$ cat src/rtl/int_pipe_pkg.sv
// Shared types for the two-stage integer pipe: opcode encoding, flag bit
// positions and opcode classification helpers.
package int_pipe_pkg;

  localparam int OP_BITS = 4;

  // Flag register layout: bits [3:0] = {V,C,N,Z}
  localparam int FLG_Z = 0;
  localparam int FLG_N = 1;
  localparam int FLG_C = 2;
  localparam int FLG_V = 3;

  typedef enum logic [OP_BITS-1:0] {
    OP_NOP = 4'd0,
    OP_ADD = 4'd1,
    OP_SUB = 4'd2,
    OP_AND = 4'd3,
    OP_OR  = 4'd4,
    OP_XOR = 4'd5,
    OP_SHL = 4'd6,
    OP_SHR = 4'd7,
    OP_ADC = 4'd8,
    OP_MOV = 4'd9,
    OP_CMP = 4'd10
  } op_e;

  // True for opcodes that produce a register writeback (CMP/NOP/undefined do not)
  function automatic logic op_writes_reg(input op_e op);
    case (op)
      OP_ADD, OP_SUB, OP_AND, OP_OR, OP_XOR,
      OP_SHL, OP_SHR, OP_ADC, OP_MOV: op_writes_reg = 1'b1;
      default:                        op_writes_reg = 1'b0;
    endcase
  endfunction

  // True for opcodes that update the flag register (everything but NOP/undefined)
  function automatic logic op_writes_flg(input op_e op);
    case (op)
      OP_ADD, OP_SUB, OP_AND, OP_OR, OP_XOR,
      OP_SHL, OP_SHR, OP_ADC, OP_MOV, OP_CMP: op_writes_flg = 1'b1;
      default:                                op_writes_flg = 1'b0;
    endcase
  endfunction

endpackage

$ cat src/rtl/int_alu.sv
// Combinational ALU for the execute stage: result, next flags and
// writeback/flag-write qualifiers for the opcode in E.
module int_alu import int_pipe_pkg::*; #(
  parameter int WIDTH = 16,
  parameter int FLG_W = 8,
  parameter int OP_W  = 4
) (
  input  logic [OP_W-1:0]  op,
  input  logic [WIDTH-1:0] a,
  input  logic [WIDTH-1:0] b,
  input  logic [FLG_W-1:0] flg_in,
  output logic [WIDTH-1:0] y,
  output logic [FLG_W-1:0] flg_next,
  output logic             wr_reg,
  output logic             wr_flg
);

  localparam int SH_W = $clog2(WIDTH);
  localparam int MSB  = WIDTH - 1;

  op_e             opc_s;
  logic [SH_W-1:0] sh_s;
  logic            cin_s;
  logic [WIDTH:0]  sum_s;
  logic [WIDTH:0]  diff_s;
  logic [WIDTH:0]  shl_s;
  logic [WIDTH:0]  shr_s;
  logic [WIDTH-1:0] y_s;
  logic            c_s;
  logic            v_s;
  logic            unusedFlg_s;

  assign opc_s       = op_e'(op[OP_BITS-1:0]);
  assign unusedFlg_s = ^flg_in;

  // Arithmetic/logic result and carry/overflow per opcode
  always_comb begin
    sh_s   = b[SH_W-1:0];
    cin_s  = (opc_s == OP_ADC) ? flg_in[FLG_C] : 1'b0;
    sum_s  = {1'b0, a} + {1'b0, b} + {{WIDTH{1'b0}}, cin_s};
    diff_s = {1'b0, a} - {1'b0, b};
    shl_s  = {1'b0, a} << sh_s;   // top bit = last bit shifted out
    shr_s  = {a, 1'b0} >> sh_s;   // bottom bit = last bit shifted out
    y_s    = '0;
    c_s    = 1'b0;
    v_s    = 1'b0;
    case (opc_s)
      OP_ADD, OP_ADC: begin
        y_s = sum_s[WIDTH-1:0];
        c_s = sum_s[WIDTH];
        v_s = (a[MSB] == b[MSB]) && (sum_s[MSB] != a[MSB]);
      end
      OP_SUB, OP_CMP: begin
        y_s = diff_s[WIDTH-1:0];
        c_s = ~diff_s[WIDTH];     // carry = NOT borrow
        v_s = (a[MSB] != b[MSB]) && (diff_s[MSB] != a[MSB]);
      end
      OP_AND: y_s = a & b;
      OP_OR:  y_s = a | b;
      OP_XOR: y_s = a ^ b;
      OP_MOV: y_s = a;
      OP_SHL: begin
        y_s = shl_s[WIDTH-1:0];
        c_s = shl_s[WIDTH];
      end
      OP_SHR: begin
        y_s = shr_s[WIDTH:1];
        c_s = shr_s[0];
      end
      default: y_s = '0;
    endcase
  end

  // Pack flags and qualifiers
  always_comb begin
    flg_next        = '0;
    flg_next[FLG_Z] = (y_s == '0);
    flg_next[FLG_N] = y_s[MSB];
    flg_next[FLG_C] = c_s;
    flg_next[FLG_V] = v_s;
    y               = y_s;
    wr_reg          = op_writes_reg(opc_s);
    wr_flg          = op_writes_flg(opc_s);
  end

endmodule

$ cat src/rtl/int_pipe_fwd.sv
// Two-stage (execute, writeback) integer pipe with valid bits, RAW handling
// and global hold. Optional macro INTPIPE_BYPASS_EN selects operand
// forwarding; without it, RAW hazards stall issue until writeback completes.
module int_pipe_fwd import int_pipe_pkg::*; #(
  parameter int WIDTH = 16,
  parameter int SEL_W = 3,
  parameter int OP_W  = 4,
  parameter int FLG_W = 8
) (
  input  logic             clk,
  input  logic             rst,
  input  logic             hold,
  input  logic             in_valid,
  output logic             in_ready,
  input  logic [OP_W-1:0]  op,
  input  logic [SEL_W-1:0] a_sel,
  input  logic [SEL_W-1:0] b_sel,
  input  logic [SEL_W-1:0] c_sel,
  output logic [SEL_W-1:0] rf_a_sel,
  output logic [SEL_W-1:0] rf_b_sel,
  input  logic [WIDTH-1:0] rf_a_dat,
  input  logic [WIDTH-1:0] rf_b_dat,
  output logic             wb_en,
  output logic [SEL_W-1:0] wb_sel,
  output logic [WIDTH-1:0] wb_dat,
  output logic [FLG_W-1:0] flg_out
);

  // E stage
  logic             eValid_r;
  logic [OP_W-1:0]  eOp_r;
  logic [WIDTH-1:0] eA_r;
  logic [WIDTH-1:0] eB_r;
  logic [SEL_W-1:0] eSel_r;
  // W stage (wWrite_r = valid op that writes a register)
  logic             wWrite_r;
  logic [SEL_W-1:0] wbSel_r;
  logic [WIDTH-1:0] wbDat_r;
  logic [FLG_W-1:0] flg_r;

  logic [WIDTH-1:0] aluY_s;
  logic [FLG_W-1:0] aluFlg_s;
  logic             aluWrReg_s;
  logic             aluWrFlg_s;
  logic             eLive_s;
  logic             aHitE_s, aHitW_s, bHitE_s, bHitW_s;
  logic             stall_s;
  logic             inReady_s;
  logic             accept_s;
  logic [WIDTH-1:0] opA_s;
  logic [WIDTH-1:0] opB_s;

  int_alu #(.WIDTH(WIDTH), .FLG_W(FLG_W), .OP_W(OP_W)) uAlu (
    .op       (eOp_r),
    .a        (eA_r),
    .b        (eB_r),
    .flg_in   (flg_r),
    .y        (aluY_s),
    .flg_next (aluFlg_s),
    .wr_reg   (aluWrReg_s),
    .wr_flg   (aluWrFlg_s)
  );

  assign rf_a_sel = a_sel;
  assign rf_b_sel = b_sel;
  assign in_ready = inReady_s;
  assign wb_en    = wWrite_r & ~hold & ~rst;
  assign wb_sel   = wbSel_r;
  assign wb_dat   = wbDat_r;
  assign flg_out  = flg_r;

  // Hazard detection against in-flight writers, operand selection, issue handshake
  always_comb begin
    eLive_s = eValid_r & aluWrReg_s;
    aHitE_s = eLive_s  & (eSel_r  == a_sel);
    bHitE_s = eLive_s  & (eSel_r  == b_sel);
    aHitW_s = wWrite_r & (wbSel_r == a_sel);
    bHitW_s = wWrite_r & (wbSel_r == b_sel);
`ifdef INTPIPE_BYPASS_EN
    stall_s = 1'b0;
    // Newest producer wins: E result over W result over register file
    if (aHitE_s) begin
      opA_s = aluY_s;
    end else if (aHitW_s) begin
      opA_s = wbDat_r;
    end else begin
      opA_s = rf_a_dat;
    end
    if (bHitE_s) begin
      opB_s = aluY_s;
    end else if (bHitW_s) begin
      opB_s = wbDat_r;
    end else begin
      opB_s = rf_b_dat;
    end
`else
    stall_s = aHitE_s | aHitW_s | bHitE_s | bHitW_s;
    opA_s   = rf_a_dat;
    opB_s   = rf_b_dat;
`endif
    inReady_s = ~rst & ~hold & ~stall_s;
    accept_s  = in_valid & inReady_s;
  end

  // Pipeline state: advance E->W and issue->E unless held; reset flushes everything
  always_ff @(posedge clk) begin
    if (rst) begin
      eValid_r <= 1'b0;
      eOp_r    <= '0;
      eA_r     <= '0;
      eB_r     <= '0;
      eSel_r   <= '0;
      wWrite_r <= 1'b0;
      wbSel_r  <= '0;
      wbDat_r  <= '0;
      flg_r    <= '0;
    end else if (!hold) begin
      eValid_r <= accept_s;
      if (accept_s) begin
        eOp_r  <= op;
        eA_r   <= opA_s;
        eB_r   <= opB_s;
        eSel_r <= c_sel;
      end
      wWrite_r <= eLive_s;
      if (eLive_s) begin
        wbSel_r <= eSel_r;
        wbDat_r <= aluY_s;
      end
      if (eValid_r && aluWrFlg_s) begin
        flg_r <= aluFlg_s;
      end
    end
  end

endmodule
$ cat config.mk
export PLATFORM = sky130hd
export DESIGN_NAME = int_pipe_fwd
export DESIGN_NICKNAME = d
export VERILOG_FILES = /design/src/rtl/int_pipe_pkg.sv /design/src/rtl/int_alu.sv /design/src/rtl/int_pipe_fwd.sv
export SDC_FILE = /design/constraint.sdc
export NUM_CORES = 1
export LEC_CHECK = 0
export ABC_AREA = 1
export CAP_MARGIN = 20
export CORE_AREA = 2 2 108 110
export CTS_CLUSTER_SIZE = 12
export DETAILED_ROUTE_END_ITERATION = 8
export DIE_AREA = 0 0 110 112
export MAX_ROUTING_LAYER = met4
export PLACE_DENSITY = 0.85
export SLEW_MARGIN = 15
export SYNTH_ARGS = -nofsm -noshare
export SYNTH_HDL_FRONTEND = slang
export SYNTH_SLANG_ARGS = --single-unit
$ cat constraint.sdc
create_clock -name clk -period 7 [get_ports clk]
set_input_delay 1.4 -clock clk [delete_from_list [all_inputs] [get_ports clk]]
set_output_delay 1.4 -clock clk [all_outputs]
set_load 0.02 [all_outputs]
==> results of run 1 <==
[cells by family (layout without fill, tap and decap cells)]
group	Yosys count	count (layout)
xor gates and xnor gates	17	17
DFF	66	66
AOI/OAI and AO/OA	185	185
other	1	4
and+or+nand+nor	681	681
adders and majority gates	52	52
buffers and inverters	189	231
[power by group through the flow]
stage	Sequential (mW)	Clock [mW]	Combinational (mW)
floorplan	0.416	0	0.266
global placement	0.422	0	0.372
detailed placement	0.423	0	0.376
CTS	0.415	0.524	0.380
global route	0.418	0.539	0.430
finish	0.416	0.524	0.392
[worst reg2reg max path, cell delays in order, from the launching register on]
cell and delay (ns):
dfxtp_1 0.34, nor2_1 0.69, nand2_1 0.20, nor2_1 0.29, fa_1 0.31, inv_1 0.07, fa_1 0.41, inv_1 0.10
nand3_1 0.08, nand3_1 0.21, nand2_1 0.08, nand2_1 0.08, nand2_1 0.05, nand2_1 0.06, nor2_1 0.05, nor2_1 0.27
nand2_1 0.10, nor2_1 0.11, nand2_1 0.07, nor2_1 0.10, nand3_1 0.10, a21oi_1 0.15
[routing by layer]
layer / routed length, µm / part of all wire (%)
met1: 9717 / 39
met3: 2620 / 10
met4: 1781 / 7.1
met2: 10850 / 43
met5: 0 / 0
[cells in the final DEF, fill, tap and decap left out, types with 7 or more instances in the layout]
| cell type | count |
|---|---|
| o21ai_0 | 72 |
| a21oi_1 | 76 |
| dfxtp_1 | 66 |
| o21ai_1 | 12 |
| clkdlybuf4s50_1 | 79 |
| clkbuf_16 | 9 |
| nand2_1 | 319 |
| inv_1 | 119 |
| nor2_1 | 150 |
| nand3b_1 | 7 |
| xnor2_1 | 11 |
| o22ai_1 | 7 |
| nand2_2 | 7 |
| nand3_1 | 173 |
| nand4_1 | 11 |
| ha_1 | 49 |
| inv_2 | 10 |
[final cells by class]
class	count	share of cell area (%)
multi-input combinational	939	59.73
sequential	66	16.82
clock inverter	5	1.083
clock buffer	11	3.217
tap	143	2.277
inverter	130	6.242
timing repair buffer	85	10.64
[metrics by stage]
step / area, µm² / std cells / setup slack (ns) / util, %
finish: 7858 / 1379 / 2.330 / 70.32
detailed placement: 7520 / 1363 / 2.403 / 67.29
global placement: 7520 / 1363 / 2.465 / 67.29
global route: 7858 / 1379 / 2.279 / 70.32
CTS: 7858 / 1379 / 2.354 / 70.32
floorplan: 6813 / 1194 / 3.614 / -
[worst min-delay path by stage]
stage                          start          to  slack [ns]
final                     flg_out[0]  flg_out[0]        0.49
after global routing      flg_out[0]  flg_out[0]        0.50
after CTS                   wWrite_r    wWrite_r        0.49
after detailed placement    wWrite_r    wWrite_r        0.47
after global placement    flg_out[0]  flg_out[0]        0.46
after floorplan             wWrite_r    wWrite_r        0.45
==> results.tsv, run 1 <==
metric	value	unit
synth_top_family_by_area	simple AND/OR/NAND/NOR gates	
synth_area_leaders	dfxtp_1, nand2_1, nand3_1, ha_1, nor2_1	
area_growth_syn_to_layout	15.53	%
boundaryPins	84	
synthCells	1191	
h-tree-depth	3	
hold_buffers	0	
power.density	169.5	nW/µm²
holdPathStages	2	
clk_pin_slew_worst_paths	0.06	ns
antenna_found_initial	0	
wl_per_cell	18.11	µm
setup_viol	0	
synth.area.mux_share	0	%
critPathRequiredTime	5.60	ns
register_area	1321	µm²
via_per_inst	5.993	
use_met1	53.48	%
slowest_delay	0.69	ns
p_leak	3.730	nW
whs	0.4858	ns
drive_gt1_share	3.722	%
nFillCells	1022	
r2r_start	eOp_r[0]	
yosys.area.top_type_share	19.43	%
gp_congestion	1.069	
cp-endpoint	in_ready	
min_period	4.670	ns
power	1.332	mW
rsz0062_at_grt	false	
seq_power_share	31.2	%
ant_nets	0	
ys_types	38	
coreArea	11170	µm²
p_int	858.5	µW
skew	0.009623	ns
global_route.usage.met2	62.90	%
ctsResizeCount	0	
path_cells	clkdlybuf4s50_1 -> inv_1 -> nand2_1 -> nor2_1 -> nand2_1 -> inv_1 -> clkdlybuf4s50_1	
synth-seq-cells	66	
worst-r2r-setup-slack	3.00	ns
cts_tree	built	
antenna_cells	0	
tightest_slew	1.035	ns
synth_most_common_cell	nand2_1	
yosys.area_share.simple	42.31	%
seq_area_frac_synth	19.43	%
grt_first_pass_wirelength	38880	µm
power.switching	473.3	µW
cts_setup_buffers	0	
ys.flop_type	dfxtp_1	
status	completed	
period_share	66.71	%
critPathLaunch	rst	
synth-compound-area-share	14.31	%
die_area	12320	µm²
routed_wl	24970	µm
numCtsBuffers	9	
top_usage_layer	met2	
synthTopCellsByCount	nand2_1, nand3_1, nor2_1, inv_1, a21oi_1	
yosysWarnings	0	
fmax	0.2141	GHz
rows	39	
clockRootBuffer	clkbuf_16	
drt-initial-drc-count	1231	
hold_viol_final	0	
multi_input_area	4693	µm²
switching_share	35.54	%
async_reset_ff_share	0	%
fp.dieW	110	µm
fin_nets	1332	
comb_power_share	29.4	%
use_met3	6.850	%
startpoint_type	input pin	
ir_drop	0.1772	mV
drv_cap	0	
clock_path_buffers	2	
yosysTopAreaCell	dfxtp_1	
firstDrtPassIters	8	
path_delay_family	buffers and inverters	
endpoint_kind	output pin	
worstRegToRegCells	21	
finalMaxSlewViolations	0	
initial_utilization	60.87	%
dp_hpwl	18400	µm
die_y	112	µm
crit_fanout	13	
track_usage	42.34	%
crit_type	in -> out	
yosys.area_share.xor_xnor	2.189	%
grt_pass1_vias	7508	
drc	0	
crit_path_top_delay_cell	clkdlybuf4s50_1	
grt.overflow.total	0	
path_buf_inv	4	
syn_area_per_cell	5.711	µm²
arrival	3.27	ns
grt_max_degree	54	
vias	8264	
clkPwrFrac	39.4	%
io_buffers	79	
synth-edff-count	0	
worstSkewPairLatency	0.35	ns
worstHoldPathType	reg -> reg	
path_depth	7	
relSlewSlack	30.76	%
synthAdderAreaFrac	9.897	%
cts_sinks	66	
netlist_area	6802	µm²
r2r-end	flg_out[0]	
setup_tns	0	ns
(Power assumes the default switching activity.)
==> run 2: changes to the inputs <==
--- a/config.mk
+++ b/config.mk
@@ -7,12 +7,12 @@
 export LEC_CHECK = 0
 export ABC_AREA = 1
 export CAP_MARGIN = 20
-export CORE_AREA = 2 2 108 110
+export CORE_AREA = 2 2 112 114
 export CTS_CLUSTER_SIZE = 12
 export DETAILED_ROUTE_END_ITERATION = 8
-export DIE_AREA = 0 0 110 112
+export DIE_AREA = 0 0 114 116
 export MAX_ROUTING_LAYER = met4
-export PLACE_DENSITY = 0.85
+export PLACE_DENSITY = 0.79
 export SLEW_MARGIN = 15
 export SYNTH_ARGS = -nofsm -noshare
 export SYNTH_HDL_FRONTEND = slang
==> constraint.sdc (replaced) <==
create_clock -name clk -period 4.4 [get_ports clk]
set_input_delay 0.88 -clock clk [delete_from_list [all_inputs] [get_ports clk]]
set_output_delay 0.88 -clock clk [all_outputs]
set_load 0.02 [all_outputs]
==> run 2 against run 1 <==
Combinational power grew 60%; worst hold slack improved by 0.0090 ns; clock-buffer cell count down 1; sequential share of layout area about the same; final cell count up 0.51%; global-route usage shrank 2.1 points; utilization decreased by 4.5 points; critical endpoint is now flg_out[0]; largest power group unchanged.
==> results.tsv, run 2 (synthesis gave the netlist of run 1 again) <==
metric	value	unit
status	completed	
grt_max_degree	54	
crit_type	reg -> reg	
multi_input_area	4693	µm²
global_route.usage.met2	62.50	%
holdPathStages	2	
vias	8227	
fp.dieW	114	µm
io_buffers	79	
endpoint_kind	register	
coreArea	11910	µm²
rsz0062_at_grt	false	
crit_fanout	8	
final_cell_mix	nand2_1, nand3_1, nor2_1	
antenna_found_initial	0	
p_leak	3.716	nW
r2r-end	flg_out[0]	
setup_viol	0	
critPathRequiredTime	4.69	ns
nFillCells	1206	
hold_viol_final	0	
clk_pin_slew_worst_paths	0.06	ns
hold_buffers	0	
grt_first_pass_wirelength	39430	µm
startpoint_type	register	
skew	0.008608	ns
stdcell_area	7843	µm²
worstSkewPairLatency	0.35	ns
arrival	3.74	ns
cts_sinks	66	
grt_pass1_vias	7583	
fmax	0.2902	GHz
die_y	116	µm
relSlewSlack	28.19	%
worst-r2r-setup-slack	0.95	ns
cts_tree	built	
area_growth_syn_to_layout	15.31	%
register_area	1321	µm²
tightest_slew	1.073	ns
min_to	wWrite_r	
gp_congestion	1.112	
cts_setup_buffers	0	
r2r_start	eOp_r[0]	
antenna_cells	0	
firstDrtPassIters	7	
min-delay-start	wWrite_r	
top_usage_layer	met2	
rows	40	
drive_gt1_share	3.874	%
fin_nets	1335	
fin_util	65.84	%
routed_wl	25590	µm
setup_tns	0	ns
drc	0	
use_met1	50.29	%
boundaryPins	84	
die_area	13220	µm²
power.density	257.9	nW/µm²
whs	0.4948	ns
clockRootBuffer	clkbuf_16	
dp_hpwl	19710	µm
initial_utilization	57.10	%
numCtsBuffers	9	
finalMaxSlewViolations	0	
power	2.023	mW
via_per_inst	5.936	
layout_commonest_cell	nand2_1	
drv_cap	0	
ant_nets	0	
track_usage	40.28	%
ctsResizeCount	0	
drt-initial-drc-count	1046	
period_share	78.31	%
clock_path_buffers	2	
ir_drop	0.3395	mV
post_dp_cell_area	7547	µm²
use_met3	7.741	%
min_period	3.446	ns
worstHoldPathType	reg -> reg	
worstRegToRegCells	21	
grt.overflow.total	0	
wl_per_cell	18.46	µm
h-tree-depth	3	
run 2: cell type report:
| cell class | count | area share [%] |
|---|---|---|
| tap | 147 | 2.345 |
| clock inverter | 6 | 0.8456 |
| multi-input combinational | 939 | 59.84 |
| sequential | 66 | 16.85 |
| clock buffer | 10 | 2.920 |
| timing repair buffer | 88 | 10.94 |
| inverter | 130 | 6.254 |
run 2: worst max-delay path by stage:
stage,from,endpoint,slack (ns)
after global placement,a_sel[2],in_ready,1.00
after CTS,a_sel[1],in_ready,0.95
after floorplan,eOp_r[0],flg_out[0],1.78
after global routing,eOp_r[1],flg_out[0],0.70
final,eOp_r[0],flg_out[0],0.95
after detailed placement,a_sel[1],in_ready,0.97
run 2: through the flow:
stage / std cells / setup slack, ns
CTS: 1386 / 0.9500
floorplan: 1194 / 1.775
finish: 1386 / 0.9543
detailed placement: 1370 / 0.9705
global placement: 1370 / 1.001
global route: 1386 / 0.6962
run 2: critical path: stages, from the launching register on:
cell and delay, ns:
dfxtp_1 0.34, nor2_1 0.61, nand2_1 0.19, nor2_1 0.19
fa_1 0.22, inv_1 0.06, fa_1 0.41, inv_1 0.09
nand3_1 0.07, nand3_1 0.17, nand2_1 0.08, nand2_1 0.08
nand2_1 0.05, nand2_1 0.07, nor2_1 0.07, nor2_1 0.14
nand2_1 0.07, nor2_1 0.10, nand2_1 0.06, nor2_1 0.11
nand3_1 0.09, a21oi_1 0.12
run 2: power by group:
group | internal (mW) | leakage (nW) | total [mW] | switching, mW
Clock | 0.439 | 0.135 | 0.736 | 0.297
Combinational | 0.214 | 3.04 | 0.626 | 0.412
Sequential | 0.624 | 0.538 | 0.661 | 0.0369
Total | 1.28 | 3.72 | 2.02 | 0.746
run 2: routing by layer:
layer  up-vias  part of all wire [%]
met4         0                   5.2
met1      3681                    40
met5         -                     0
li1       3931                     -
met2       511                    45
met3       104                    10
==> run 3: changes to the inputs <==
--- a/config.mk
+++ b/config.mk
@@ -7,12 +7,12 @@
 export LEC_CHECK = 0
 export ABC_AREA = 1
 export CAP_MARGIN = 20
-export CORE_AREA = 2 2 112 114
+export CORE_AREA = 2 2 118 120
 export CTS_CLUSTER_SIZE = 12
 export DETAILED_ROUTE_END_ITERATION = 8
-export DIE_AREA = 0 0 114 116
+export DIE_AREA = 0 0 120 122
 export MAX_ROUTING_LAYER = met4
-export PLACE_DENSITY = 0.79
+export PLACE_DENSITY = 0.75
 export SLEW_MARGIN = 15
 export SYNTH_ARGS = -nofsm -noshare
 export SYNTH_HDL_FRONTEND = slang
==> constraint.sdc (replaced) <==
create_clock -name clk -period 3.1 [get_ports clk]
set_input_delay 0.62 -clock clk [delete_from_list [all_inputs] [get_ports clk]]
set_output_delay 0.62 -clock clk [all_outputs]
set_load 0.02 [all_outputs]
==> run 3 against run 2 <==
Global-route usage decreased by 3.0 points; highest routed layer unchanged; clock skew increased by 0.0018 ns; design area increased by 2.3%; non-clock buffer count increased by 19; flip-flop and latch count unchanged; via count decreased by 1.9%; clock power increased by 39%; critical endpoint is now in_ready.
==> results.tsv, run 3 (synthesis gave the netlist of run 1 again) <==
metric	value	unit
status	completed	
worst-r2r-setup-slack	0.21	ns
initial_utilization	50.37	%
worstSkewPairLatency	0.35	ns
worstHoldPathType	reg -> reg	
post_dp_cell_area	7731	µm²
clk_pin_slew_worst_paths	0.07	ns
area_growth_syn_to_layout	17.95	%
track_usage	37.29	%
boundaryPins	84	
io_buffers	79	
firstDrtPassIters	6	
die_area	14640	µm²
finalWorstSetupSlack	0.1966	ns
arrival	2.28	ns
startpoint_type	input pin	
grt_first_pass_wirelength	40290	µm
ant_nets	0	
drv_cap	0	
place_ws	0.1297	ns
grt_pass1_vias	7370	
hold_viol_final	0	
crit_fanout	3	
finalMaxSlewViolations	0	
setup_viol	0	
drt-initial-drc-count	876	
critPathRequiredTime	2.48	ns
power.density	357.0	nW/µm²
crit_type	in -> out	
fmax	0.3444	GHz
skew	0.01044	ns
final_cell_mix	nand2_1, nand3_1, nor2_1	
fp.dieW	120	µm
wl_per_cell	18.15	µm
gp_congestion	1.077	
setup_tns	0	ns
drive_gt1_share	5.644	%
cts_sinks	66	
relSlewSlack	65.54	%
dp_hpwl	20590	µm
cts_tree	built	
drc	0	
antenna_cells	0	
vias	8068	
h-tree-depth	3	
p_leak	3.809	nW
clockRootBuffer	clkbuf_16	
rows	43	
layout_commonest_cell	nand2_1	
min_period	2.903	ns
grt.overflow.total	0	
antenna_found_initial	0	
clock_path_buffers	2	
tightest_slew	0.5150	ns
grt_max_degree	54	
via_per_inst	5.611	
die_y	122	µm
rsz0062_at_grt	false	
routed_wl	26100	µm
stdcell_area	8023	µm²
fin_nets	1354	
endpoint_kind	output pin	
coreArea	13500	µm²
hold_buffers	0	
numCtsBuffers	9	
ir_drop	0.3552	mV
period_share	93.66	%
[run 3: changes by cell type in the layout (fill, tap and decap cells not counted)]
| cell | before | now |
|---|---|---|
| buf_4 | 9 | 28 |
| inv_6 | 1 | 3 |
| nor2_1 | 150 | 148 |
| nor2_2 | 3 | 5 |
| bufinv_16 | 1 | 0 |
| clkbuf_1 | 1 | 0 |
| clkinv_2 | 1 | 0 |
| dfxtp_1 | 66 | 65 |
| dfxtp_2 | 0 | 1 |
| inv_8 | 0 | 1 |
[run 3: worst max-delay path: stages]
cell and delay, ns:
clkdlybuf4s50_1 0.47, xnor2_1 0.16, nand3_1 0.08, a21oi_1 0.06, nor2_1 0.17, nand2_1 0.07, inv_1 0.06, clkdlybuf4s50_1 0.59
[run 3: final cells by class]
cell class	count	area, µm²
clock buffer	9	225.2
sequential	66	1323
multi-input combinational	939	4698
tap	180	225.2
timing repair buffer	107	1001
inverter	130	490.5
fill	1412	5482
clock inverter	7	60.06
[run 3: metal layers]
metal | wire [µm] | GRT usage, % | vias to the layer above | share of wire, %
li1 | - | - | 3972 | -
met1 | 10750 | 45.55 | 3590 | 41
met2 | 11150 | 56.00 | 411 | 43
met3 | 2503 | 8.427 | 95 | 9.6
met4 | 1702 | 22.57 | 0 | 6.5
met5 | 0 | - | - | 0
[run 3: report_power, final]
part,switching (mW),internal [mW]
logic,0.594,0.317
registers,0.0444,0.885
clock network,0.468,0.556
[run 3: final timing paths]
path / startpoint / endpoint / cells past startpoint
worst min register to register: eA_r[2] / eA_r[2] / 2
worst min-delay path: eA_r[2] / eA_r[2] / 2
worst max-delay path: a_sel[2] / in_ready / 8
worst max register to register: eOp_r[3] / flg_out[0] / 22
[run 3: through the flow]
step	util (%)	hold WS, ns	std cells	power, mW
2_1_floorplan	-	0.4494	1194	1.539
3_3_place_gp	57.25	0.4680	1422	1.833
3_5_place_dp	57.25	0.4689	1422	1.834
4_1_cts	59.36	0.4788	1438	2.848
5_1_grt	59.41	0.5117	1438	3.008
6_report	59.41	0.4791	1438	2.864
[run 3: repair_timing]
action	4_1_cts	5_1_grt
setup endpoints to repair	0	1
resized for setup	0	3
buffers inserted	0	0
